<file path="config.mk">
export PLATFORM = sky130hd
export DESIGN_NAME = alu_res_station
export DESIGN_NICKNAME = d
export VERILOG_FILES = /design/src/rtl/alu_res_station.sv
export SDC_FILE = /design/constraint.sdc
export NUM_CORES = 1
export LEC_CHECK = 0
export ABC_CLOCK_PERIOD_IN_PS = 9100
export BUFFER_PORTS_ARGS = -buffer_cell sky130_fd_sc_hd__clkbuf_2
export CAP_MARGIN = 20
export CORE_MARGIN = 3
export CORE_UTILIZATION = 40
export CTS_BUF_LIST = sky130_fd_sc_hd__clkbuf_16
export DETAILED_ROUTE_END_ITERATION = 6
export PLACE_DENSITY = 0.57
export SYNTH_ARGS = -nofsm -noshare
export SYNTH_HDL_FRONTEND = slang
export SYNTH_SLANG_ARGS = --single-unit
</file>
<file path="constraint.sdc">
create_clock -name clk -period 9.1 [get_ports clk]
set_clock_uncertainty 0.15 [all_clocks]
set_input_delay 1.82 -clock clk [delete_from_list [all_inputs] [get_ports clk]]
set_output_delay 1.82 -clock clk [all_outputs]
set_load 0.005 [all_outputs]
</file>
<file path="src/rtl/alu_res_station.sv">
// Reservation station feeding the combinational integer ALU. It holds dispatched ops
// until both operands are present, snooping the CDB, and issues one ready op per cycle.
module alu_res_station #(
  parameter int DEPTH = 4,
  parameter int TAG_W = 3
) (
  input  logic             clk,
  input  logic             rst,
  input  logic             flush,
  input  logic             disp_valid,
  output logic             disp_ready,
  input  logic [2:0]       disp_op,
  input  logic [2:0]       disp_funct3,
  input  logic             disp_funct7,
  input  logic [31:0]      disp_src1_data,
  input  logic [TAG_W-1:0] disp_src1_tag,
  input  logic             disp_src1_rdy,
  input  logic [31:0]      disp_src2_data,
  input  logic [TAG_W-1:0] disp_src2_tag,
  input  logic             disp_src2_rdy,
  input  logic [TAG_W-1:0] disp_dest_tag,
  input  logic             cdb_request,
  input  logic [TAG_W-1:0] cdb_tag,
  input  logic [31:0]      cdb_data,
  output logic [2:0]       alu_op,
  output logic [31:0]      alu_src1_data,
  output logic [31:0]      alu_src2_data,
  output logic [2:0]       alu_funct3,
  output logic             alu_funct7,
  output logic [TAG_W-1:0] alu_tag,
  output logic             alu_load
);

  localparam int IDX_W = $clog2(DEPTH);

  typedef struct packed {
    logic             valid;
    logic [2:0]       op;
    logic [2:0]       funct3;
    logic             funct7;
    logic [TAG_W-1:0] dest;
    logic [31:0]      src1_data;
    logic [TAG_W-1:0] src1_tag;
    logic             src1_rdy;
    logic [31:0]      src2_data;
    logic [TAG_W-1:0] src2_tag;
    logic             src2_rdy;
  } entry_t;

  typedef struct packed {
    logic [2:0]       op;
    logic [31:0]      src1_data;
    logic [31:0]      src2_data;
    logic [2:0]       funct3;
    logic             funct7;
    logic [TAG_W-1:0] tag;
    logic             load;
  } alu_word_t;

  entry_t     entries_q [DEPTH];
  entry_t     entries_d [DEPTH];
  entry_t     disp_entry;
  alu_word_t  alu_q, alu_d;

  logic             free_any, issue_any;
  logic [IDX_W-1:0] free_idx, issue_idx;
  logic             disp_accept;

  // Priority pickers: scanning downwards leaves the lowest matching index selected.
  // NOTE: every variable written in always_comb gets a default first so no latch is inferred.
  always_comb begin
    free_any  = 1'b0;
    free_idx  = '0;
    issue_any = 1'b0;
    issue_idx = '0;
    for (int i = DEPTH - 1; i >= 0; i--) begin
      if (!entries_q[i].valid) begin
        free_any = 1'b1;
        free_idx = IDX_W'(i);
      end
      if (entries_q[i].valid && entries_q[i].src1_rdy && entries_q[i].src2_rdy) begin
        issue_any = 1'b1;
        issue_idx = IDX_W'(i);
      end
    end
  end

  assign disp_ready  = free_any;
  assign disp_accept = disp_valid && free_any;

  // Incoming entry, with same-cycle bypass of a matching CDB broadcast.
  always_comb begin
    disp_entry           = '0;
    disp_entry.valid     = 1'b1;
    disp_entry.op        = disp_op;
    disp_entry.funct3    = disp_funct3;
    disp_entry.funct7    = disp_funct7;
    disp_entry.dest      = disp_dest_tag;
    disp_entry.src1_data = disp_src1_data;
    disp_entry.src1_tag  = disp_src1_tag;
    disp_entry.src1_rdy  = disp_src1_rdy;
    disp_entry.src2_data = disp_src2_data;
    disp_entry.src2_tag  = disp_src2_tag;
    disp_entry.src2_rdy  = disp_src2_rdy;
    if (cdb_request && !disp_src1_rdy && (disp_src1_tag == cdb_tag)) begin
      disp_entry.src1_data = cdb_data;
      disp_entry.src1_rdy  = 1'b1;
    end
    if (cdb_request && !disp_src2_rdy && (disp_src2_tag == cdb_tag)) begin
      disp_entry.src2_data = cdb_data;
      disp_entry.src2_rdy  = 1'b1;
    end
  end

  always_comb begin
    for (int i = 0; i < DEPTH; i++) begin
      entries_d[i] = entries_q[i];
      if (cdb_request && entries_q[i].valid) begin
        if (!entries_q[i].src1_rdy && (entries_q[i].src1_tag == cdb_tag)) begin
          entries_d[i].src1_data = cdb_data;
          entries_d[i].src1_rdy  = 1'b1;
        end
        if (!entries_q[i].src2_rdy && (entries_q[i].src2_tag == cdb_tag)) begin
          entries_d[i].src2_data = cdb_data;
          entries_d[i].src2_rdy  = 1'b1;
        end
      end
    end
    // Issue slot is always valid and the allocation slot always invalid, so they never collide.
    if (issue_any) entries_d[issue_idx].valid = 1'b0;
    if (disp_accept) entries_d[free_idx] = disp_entry;
    if (flush) begin
      for (int i = 0; i < DEPTH; i++) entries_d[i].valid = 1'b0;
    end
  end

  always_comb begin
    alu_d      = alu_q;
    alu_d.load = 1'b0;
    if (issue_any) begin
      alu_d.op        = entries_q[issue_idx].op;
      alu_d.src1_data = entries_q[issue_idx].src1_data;
      alu_d.src2_data = entries_q[issue_idx].src2_data;
      alu_d.funct3    = entries_q[issue_idx].funct3;
      alu_d.funct7    = entries_q[issue_idx].funct7;
      alu_d.tag       = entries_q[issue_idx].dest;
      alu_d.load      = 1'b1;
    end
    if (flush) alu_d = '0;
  end

  // NOTE: sequential state uses non-blocking assignments so every register samples pre-edge values.
  // NOTE: only the valid bits are reset; payload is never read while its entry is invalid.
  always_ff @(posedge clk) begin
    if (rst) begin
      for (int i = 0; i < DEPTH; i++) entries_q[i].valid <= 1'b0;
    end else begin
      for (int i = 0; i < DEPTH; i++) entries_q[i] <= entries_d[i];
    end
  end

  always_ff @(posedge clk) begin
    if (rst) alu_q <= '0;
    else     alu_q <= alu_d;
  end

  assign alu_op        = alu_q.op;
  assign alu_src1_data = alu_q.src1_data;
  assign alu_src2_data = alu_q.src2_data;
  assign alu_funct3    = alu_q.funct3;
  assign alu_funct7    = alu_q.funct7;
  assign alu_tag       = alu_q.tag;
  assign alu_load      = alu_q.load;

endmodule
</file>
==> results of run 1 <==
==> layer usage <==
| layer | up-vias | part of all wire [%] | global-route usage [%] |
|---|---|---|---|
| met5 | - | 0.086 | 0 |
| met4 | 8 | 2.7 | 7.29 |
| met3 | 122 | 9.1 | 5.20 |
| met2 | 843 | 47 | 40.3 |
| met1 | 8014 | 42 | 35.2 |
| li1 | 6924 | - | - |
==> flip-flops by register name (all words and copies together), names as in the netlist <==
register and cells:
entries_q 332, alu_src1_data 32, alu_src2_data 32, alu_funct3 3, alu_op 3, alu_tag 3, alu_funct7 1, alu_load 1
==> cell type report <==
cell class,instances,area share [%]
diodes,2,0.0217
clock buffers,48,5.21
clock inverters,40,1.04
inverters,1,0.0489
multi-input cells,1003,34.7
flip-flops and latches,407,49.6
well taps,672,3.65
repair buffers,230,5.68
==> power by group <==
group	internal, uW	switching (uW)
Clock	1010	794
Sequential	2120	51.8
Combinational	143	188
Total	3270	1030
==> cell usage in the layout (no fill, tap or decap), types with 5 or more instances in the layout <==
master     synthesis  final
edfxtp_1         328    328
or3_1            251    251
clkbuf_2          13    197
o221a_2          187    187
a21oi_1          153    151
o221ai_1         148    148
dfxtp_1           79     79
o221a_1           69     69
and2_1            65     65
clkbuf_16          0     48
xor2_1            30     30
buf_4             13     28
o21ai_0           17     17
clkinv_1           0     13
inv_1              1     12
nor4_1            10     10
clkinv_2           0      9
nand3b_1           8      8
nor2_1            10      7
nand2_2            0      6
a21boi_4           6      6
or2_2              3      5
nand2_1           11      5
or4_4              5      5
or3_2              5      5
==> per-stage QoR <==
stage | instance area (sq um) | hold WS, ns | setup slack (ns) | instances | utilization, %
3_5_place_dp | 21500 | 0.371 | 4.11 | 2310 | 42.7
5_1_grt | 23000 | 0.414 | 4.69 | 2403 | 45.7
6_report | 23000 | 0.392 | 4.73 | 2403 | 45.7
4_1_cts | 23000 | 0.397 | 4.77 | 2398 | 45.5
3_3_place_gp | 21500 | 0.363 | 4.14 | 2308 | 42.6
2_1_floorplan | 20600 | 0.353 | 1.43 | 1628 | -
==> critical path, cell delays in order <==
cell and delay, ns:
clkbuf_2 0.17, nand2_4 0.12, or2_2 0.55, buf_4 0.58, nand2_2 0.70, o221a_2 0.56
==> cells by family (layout without fill, tap and decap cells) <==
kind of cell              count (synthesis)  in the layout  share of synthesized area (%)
AOI/OAI and AO/OA                       582            582                           25.0
DFF                                     407            407                           55.5
and+or+nand+nor                         391            391                           12.0
buffers and inverters                   218            319                           6.17
xor gates and xnor gates                 30             30                           1.28
other                                     0              2                              0
==> worst min-delay path by stage <==
stage / depth (start not counted) / endpoint / slack, ns / from
5_1_grt: 2 / alu_src1_data[7] / 0.41 / alu_src1_data[7]
2_1_floorplan: 2 / alu_funct3[0] / 0.35 / entries_q[1][76]
3_3_place_gp: 2 / alu_tag[2] / 0.36 / entries_q[1][74]
4_1_cts: 2 / alu_funct3[2] / 0.40 / entries_q[1][78]
6_report: 2 / alu_src1_data[11] / 0.39 / alu_src1_data[11]
3_5_place_dp: 2 / alu_funct3[2] / 0.37 / entries_q[1][78]
==> run_results.csv, run 1 <==
group,metric,value,unit
drt,vias,15900,
sta,slew_headroom,20.5,%
drt,avgRoutedWirePerCell,29.5,microns
synth,syn_inst,1628,
synth,synth-edff-count,328,
synth,synthFlopType,"edfxtp_1",
synth,synth_most_common_cell,"edfxtp_1",
worst_setup_path,reg2regPathDepth,4,
cts,path_clk_slew,0.06,ns
worst_setup_path,rrSetupSlack,5.57,ns
synth,ys_async_sr_fraction,0,%
synth,synthDistinctLibCells,40,
sta,tns,0,ns
global_route,antenna_found_initial,6,
sta,hold_violations,0,
drt,routed_via_density,6.62,
drt,drt-total-wl,70800,microns
sta,period_share,48.0,%
status,status,"completed",
cts,cts_buffers,47,
global_route,grt_max_degree,108,
cts,cts_sinks,407,
job,maxCapViolCount,0,
global_route,grt_pass1_vias,15600,
pwr,finalPower,4310,uW
min_path,hold_path.class,"flip-flop to flip-flop",
global_route,grt_usage,25.4,%
worst_setup_path,r2r_end,"entries_q[1][55]",
synth,synth_common_cells,"edfxtp_1 (328), or3_1 (251), o221a_2 (187)",
global_route,grt_pass1_wl,104000,microns
synth,synth-seq-cells,407,
synth,synth.top_cell.area_share,47.8,%
drt,initialDrtViolationCount,1743,
die,die_h,233,microns
worst_setup_path,regToRegStartpoint,"entries_q[1][82]",
drt,dr.pass1.iters,6,
finish,register_area,0.0114,sq mm
worst_setup_path,crit_path_start_kind,"input port",
cts,cts_hold_buffers,0,
finish,fillCellCount,4626,
sta,final.min_clock_period,4.37,ns
worst_setup_path,startpoint,"disp_valid",
synth,seq_area_frac_synth,55.5,%
synth,syn-cell-area,0.0206,sq mm
drt,drc,0,
die,initial_core_util,40.8,%
cts,clock_latency,0.60,ns
finish,layout-drive-gt1-share,30.4,%
finish,area_delta_synth_final,11.9,%
synth,synth_warnings,0,
die,pin_count,198,
placed_design,place_congestion,0.803,
cts,cts_setup_buffers,0,
cts,cts_tree,"built",
placed_design,port_buffers,197,
worst_setup_path,crit_type,"input port to flip-flop",
sta,slew_violations,0,
die,die_area,0.0542,sq mm
synth,netlist_top_cells_area,"edfxtp_1 (48%), o221a_2 (10%), dfxtp_1 (7.7%), or3_1 (7.6%), o221ai_1 (6.3%)",
pwr,pwr_density_cell,187,mW/mm^2
pwr,power.leakage,0.00774,uW
sta,tightest_slew,1.19,ns
drt,drt.antenna.violating_nets,0,
synth,syn_nets,1750,
die,row_count,82,
synth,synth.largest_area_cell,"edfxtp_1",
die,core_area,0.0505,sq mm
finish,final_nets,1812,
sta,setup-violations-final,0,
global_route,overflow,0,
finish,multiInputGateArea,0.00801,sq mm
cts,root_buffer,"clkbuf_16",
pwr,ir_drop,0.117,mV
placed_design,dp_hpwl,39300,microns
worst_setup_path,required,9.30,ns
worst_setup_path,cp_max_fo,43,
sta,rsz0062_at_grt,"no",
worst_setup_path,cp.arrival,4.57,ns
sta,clock.fmax,0.229,GHz
worst_setup_path,critPathCapture,"entries_q[1][55]",
die,die_w,233,microns
cts,cts.repair.resized,0,
cts,htree_levels,2,
synth,syn_avg_cell_area,12.7,sq um
cts,clockBufferDepth,3,
worst_setup_path,cp-end-kind,"flip-flop",
(Power assumes the default switching activity.)
==> inputs of run 2 (changes only) <==
- ABC_CLOCK_PERIOD_IN_PS: 9100 -> 3800
- PLACE_DENSITY: 0.57 -> 0.59
- clock period: 9.1 -> 3.8 ns (I/O delays scaled with it)
==> run_results.csv, run 2 (synthesis results as in run 1) <==
group,metric,value,unit
worst_setup_path,crit_path_start_kind,"flip-flop",
sta,final.min_clock_period,2.86,ns
finish,area_delta_synth_final,13.1,%
cts,cts_setup_buffers,0,
worst_setup_path,reg2regPathDepth,6,
cts,cts.repair.resized,0,
cts,cts_sinks,407,
placed_design,dp_hpwl,40200,microns
global_route,grt_pass1_vias,16100,
sta,setup-violations-final,0,
status,status,"completed",
worst_setup_path,startpoint,"entries_q[0][82]",
pwr,seq_power_share,51.0,%
sta,hold_violations,0,
cts,cts_hold_buffers,0,
drt,dr.pass1.iters,5,
die,die_h,233,microns
pwr,finalPower,10200,uW
global_route,top_usage_layer,"met2",
drt,drc,0,
finish,fillCellCount,4605,
placed_design,place_congestion,0.837,
worst_setup_path,required,4.10,ns
sta,fin_hold_ws,0.344,ns
cts,cts_buffers,45,
worst_setup_path,rrSetupSlack,0.94,ns
worst_setup_path,r2r_end,"entries_q[3][70]",
pwr,p_comb_share,7.8,%
sta,rsz0062_at_grt,"no",
drt,routed_via_density,6.60,
worst_setup_path,cp-end-kind,"flip-flop",
die,die_area,0.0542,sq mm
global_route,grt_usage,25.0,%
worst_setup_path,cp.arrival,3.16,ns
finish,layout-drive-gt1-share,30.9,%
worst_setup_path,critPathMaxStageDelay,0.66,ns
worst_setup_path,path_buf_inv,2,
pwr,switchingPower,2420,uW
drt,initialDrtViolationCount,1674,
finish,final_common_cell,"edfxtp_1",
pwr,ir_drop,0.271,mV
worst_setup_path,crit_family,"simple AND/OR/NAND/NOR gates",
placed_design,port_buffers,197,
global_route,met3_usage,6.07,%
drt,avgRoutedWirePerCell,28.6,microns
finish,multiInputGateArea,0.00800,sq mm
worst_setup_path,slowest_stage,"dfxtp_1",
cts,cts_tree,"built",
worst_setup_path,crit_type,"flip-flop to flip-flop",
drt,drt.antenna.violating_nets,0,
worst_setup_path,regToRegStartpoint,"entries_q[0][82]",
die,core_area,0.0505,sq mm
job,maxCapViolCount,0,
die,row_count,82,
die,pin_count,198,
die,die_w,233,microns
sta,slew_violations,0,
drt,vias,15900,
cts,path_clk_slew,0.07,ns
pwr,power.leakage,0.00789,uW
cts,htree_levels,2,
min_path,hold_path.class,"input port to flip-flop",
finish,top_register,"entries_q",
drt,drt-total-wl,69200,microns
worst_setup_path,cp_max_fo,49,
pwr,clock_power_share,41.2,%
finish,largest_reg_flops,332,
die,initial_core_util,40.8,%
finish,final_nets,1828,
cts,clockBufferDepth,3,
finish,register_area,0.0114,sq mm
global_route,overflow,0,
sta,slew_headroom,21.7,%
global_route,met2_usage,39.3,%
cts,root_buffer,"clkbuf_16",
pwr,p_int,7780,uW
global_route,grt_pass1_wl,104000,microns
finish,mostFrequentLayoutCells,"edfxtp_1 (328), or3_1 (251), clkbuf_2 (197)",
global_route,antenna_found_initial,9,
worst_setup_path,critPathCapture,"entries_q[3][70]",
sta,tightest_slew,1.17,ns
cts,clock_latency,0.59,ns
pwr,pwr_density_cell,438,mW/mm^2
global_route,met1_usage,34.1,%
global_route,grt_max_degree,162,
sta,clock.fmax,0.349,GHz
pwr,swShare,23.7,%
worst_setup_path,cp_cell_sequence,"nand4_1 -> or2_2 -> buf_12 -> nand2_2 -> buf_4 -> o221a_1",
worst_setup_path,path_depth,6,
sta,period_share,75.3,%
[run 2: changes by cell type in the layout (fill, tap and decap cells not counted), moves of 2 or more]
cell       delta
buf_12       +13
diode_2       +2
inv_1         +7
nor2_2        -2
nor2_1        +2
buf_4         +5
clkbuf_16     -3
clkinv_1     -12
[run 2: worst min path at each step]
stage	to	start	cells after the start	slack, ns
6_report	entries_q[1][73]	disp_dest_tag[1]	2	0.34
5_1_grt	entries_q[0][81]	disp_op[2]	2	0.34
4_1_cts	entries_q[1][73]	disp_dest_tag[1]	2	0.32
3_5_place_dp	alu_funct3[1]	entries_q[1][77]	2	0.37
3_3_place_gp	alu_funct3[2]	entries_q[1][78]	2	0.36
2_1_floorplan	alu_funct3[0]	entries_q[1][76]	2	0.35
[run 2: final cells by class]
type                    count  share of cell area [%]
diodes                      4                  0.0430
inverters                   1                  0.0322
clock buffers              45                    4.83
well taps                 672                    3.61
multi-input cells        1003                    34.4
flip-flops and latches    407                    49.1
repair buffers            248                    6.97
clock inverters            35                    1.09
[run 2: metrics by stage]
| step | cell area, sq um | TNS (ns) | setup WS (ns) | util [%] | instances |
|---|---|---|---|---|---|
| floorplan | 20600 | -363.02 | -1.38 | - | 1628 |
| global placement | 21800 | 0 | 0.576 | 43.2 | 2327 |
| detailed placement | 21900 | 0 | 0.560 | 43.3 | 2330 |
| CTS | 23300 | 0 | 0.974 | 46.1 | 2410 |
| global route | 23300 | 0 | 0.868 | 46.1 | 2412 |
| finish | 23300 | 0 | 0.938 | 46.2 | 2415 |
[run 2: routing by layer]
layer | part of all wire (%) | routed length [microns] | up-vias
met5 | 0.12 | 82 | -
li1 | - | - | 6949
met2 | 46 | 32100 | 818
met3 | 9.3 | 6410 | 130
met4 | 2.8 | 1930 | 12
met1 | 41 | 28700 | 8026
[run 2: power groups by stage]
| stage | logic, uW | clock network, uW | registers, uW |
|---|---|---|---|
| 6_report | 798 | 4200 | 5200 |
| 4_1_cts | 795 | 4290 | 5200 |
| 5_1_grt | 858 | 4440 | 5230 |
| 2_1_floorplan | 531 | 0 | 5260 |
| 3_5_place_dp | 796 | 0 | 5290 |
| 3_3_place_gp | 772 | 0 | 5280 |
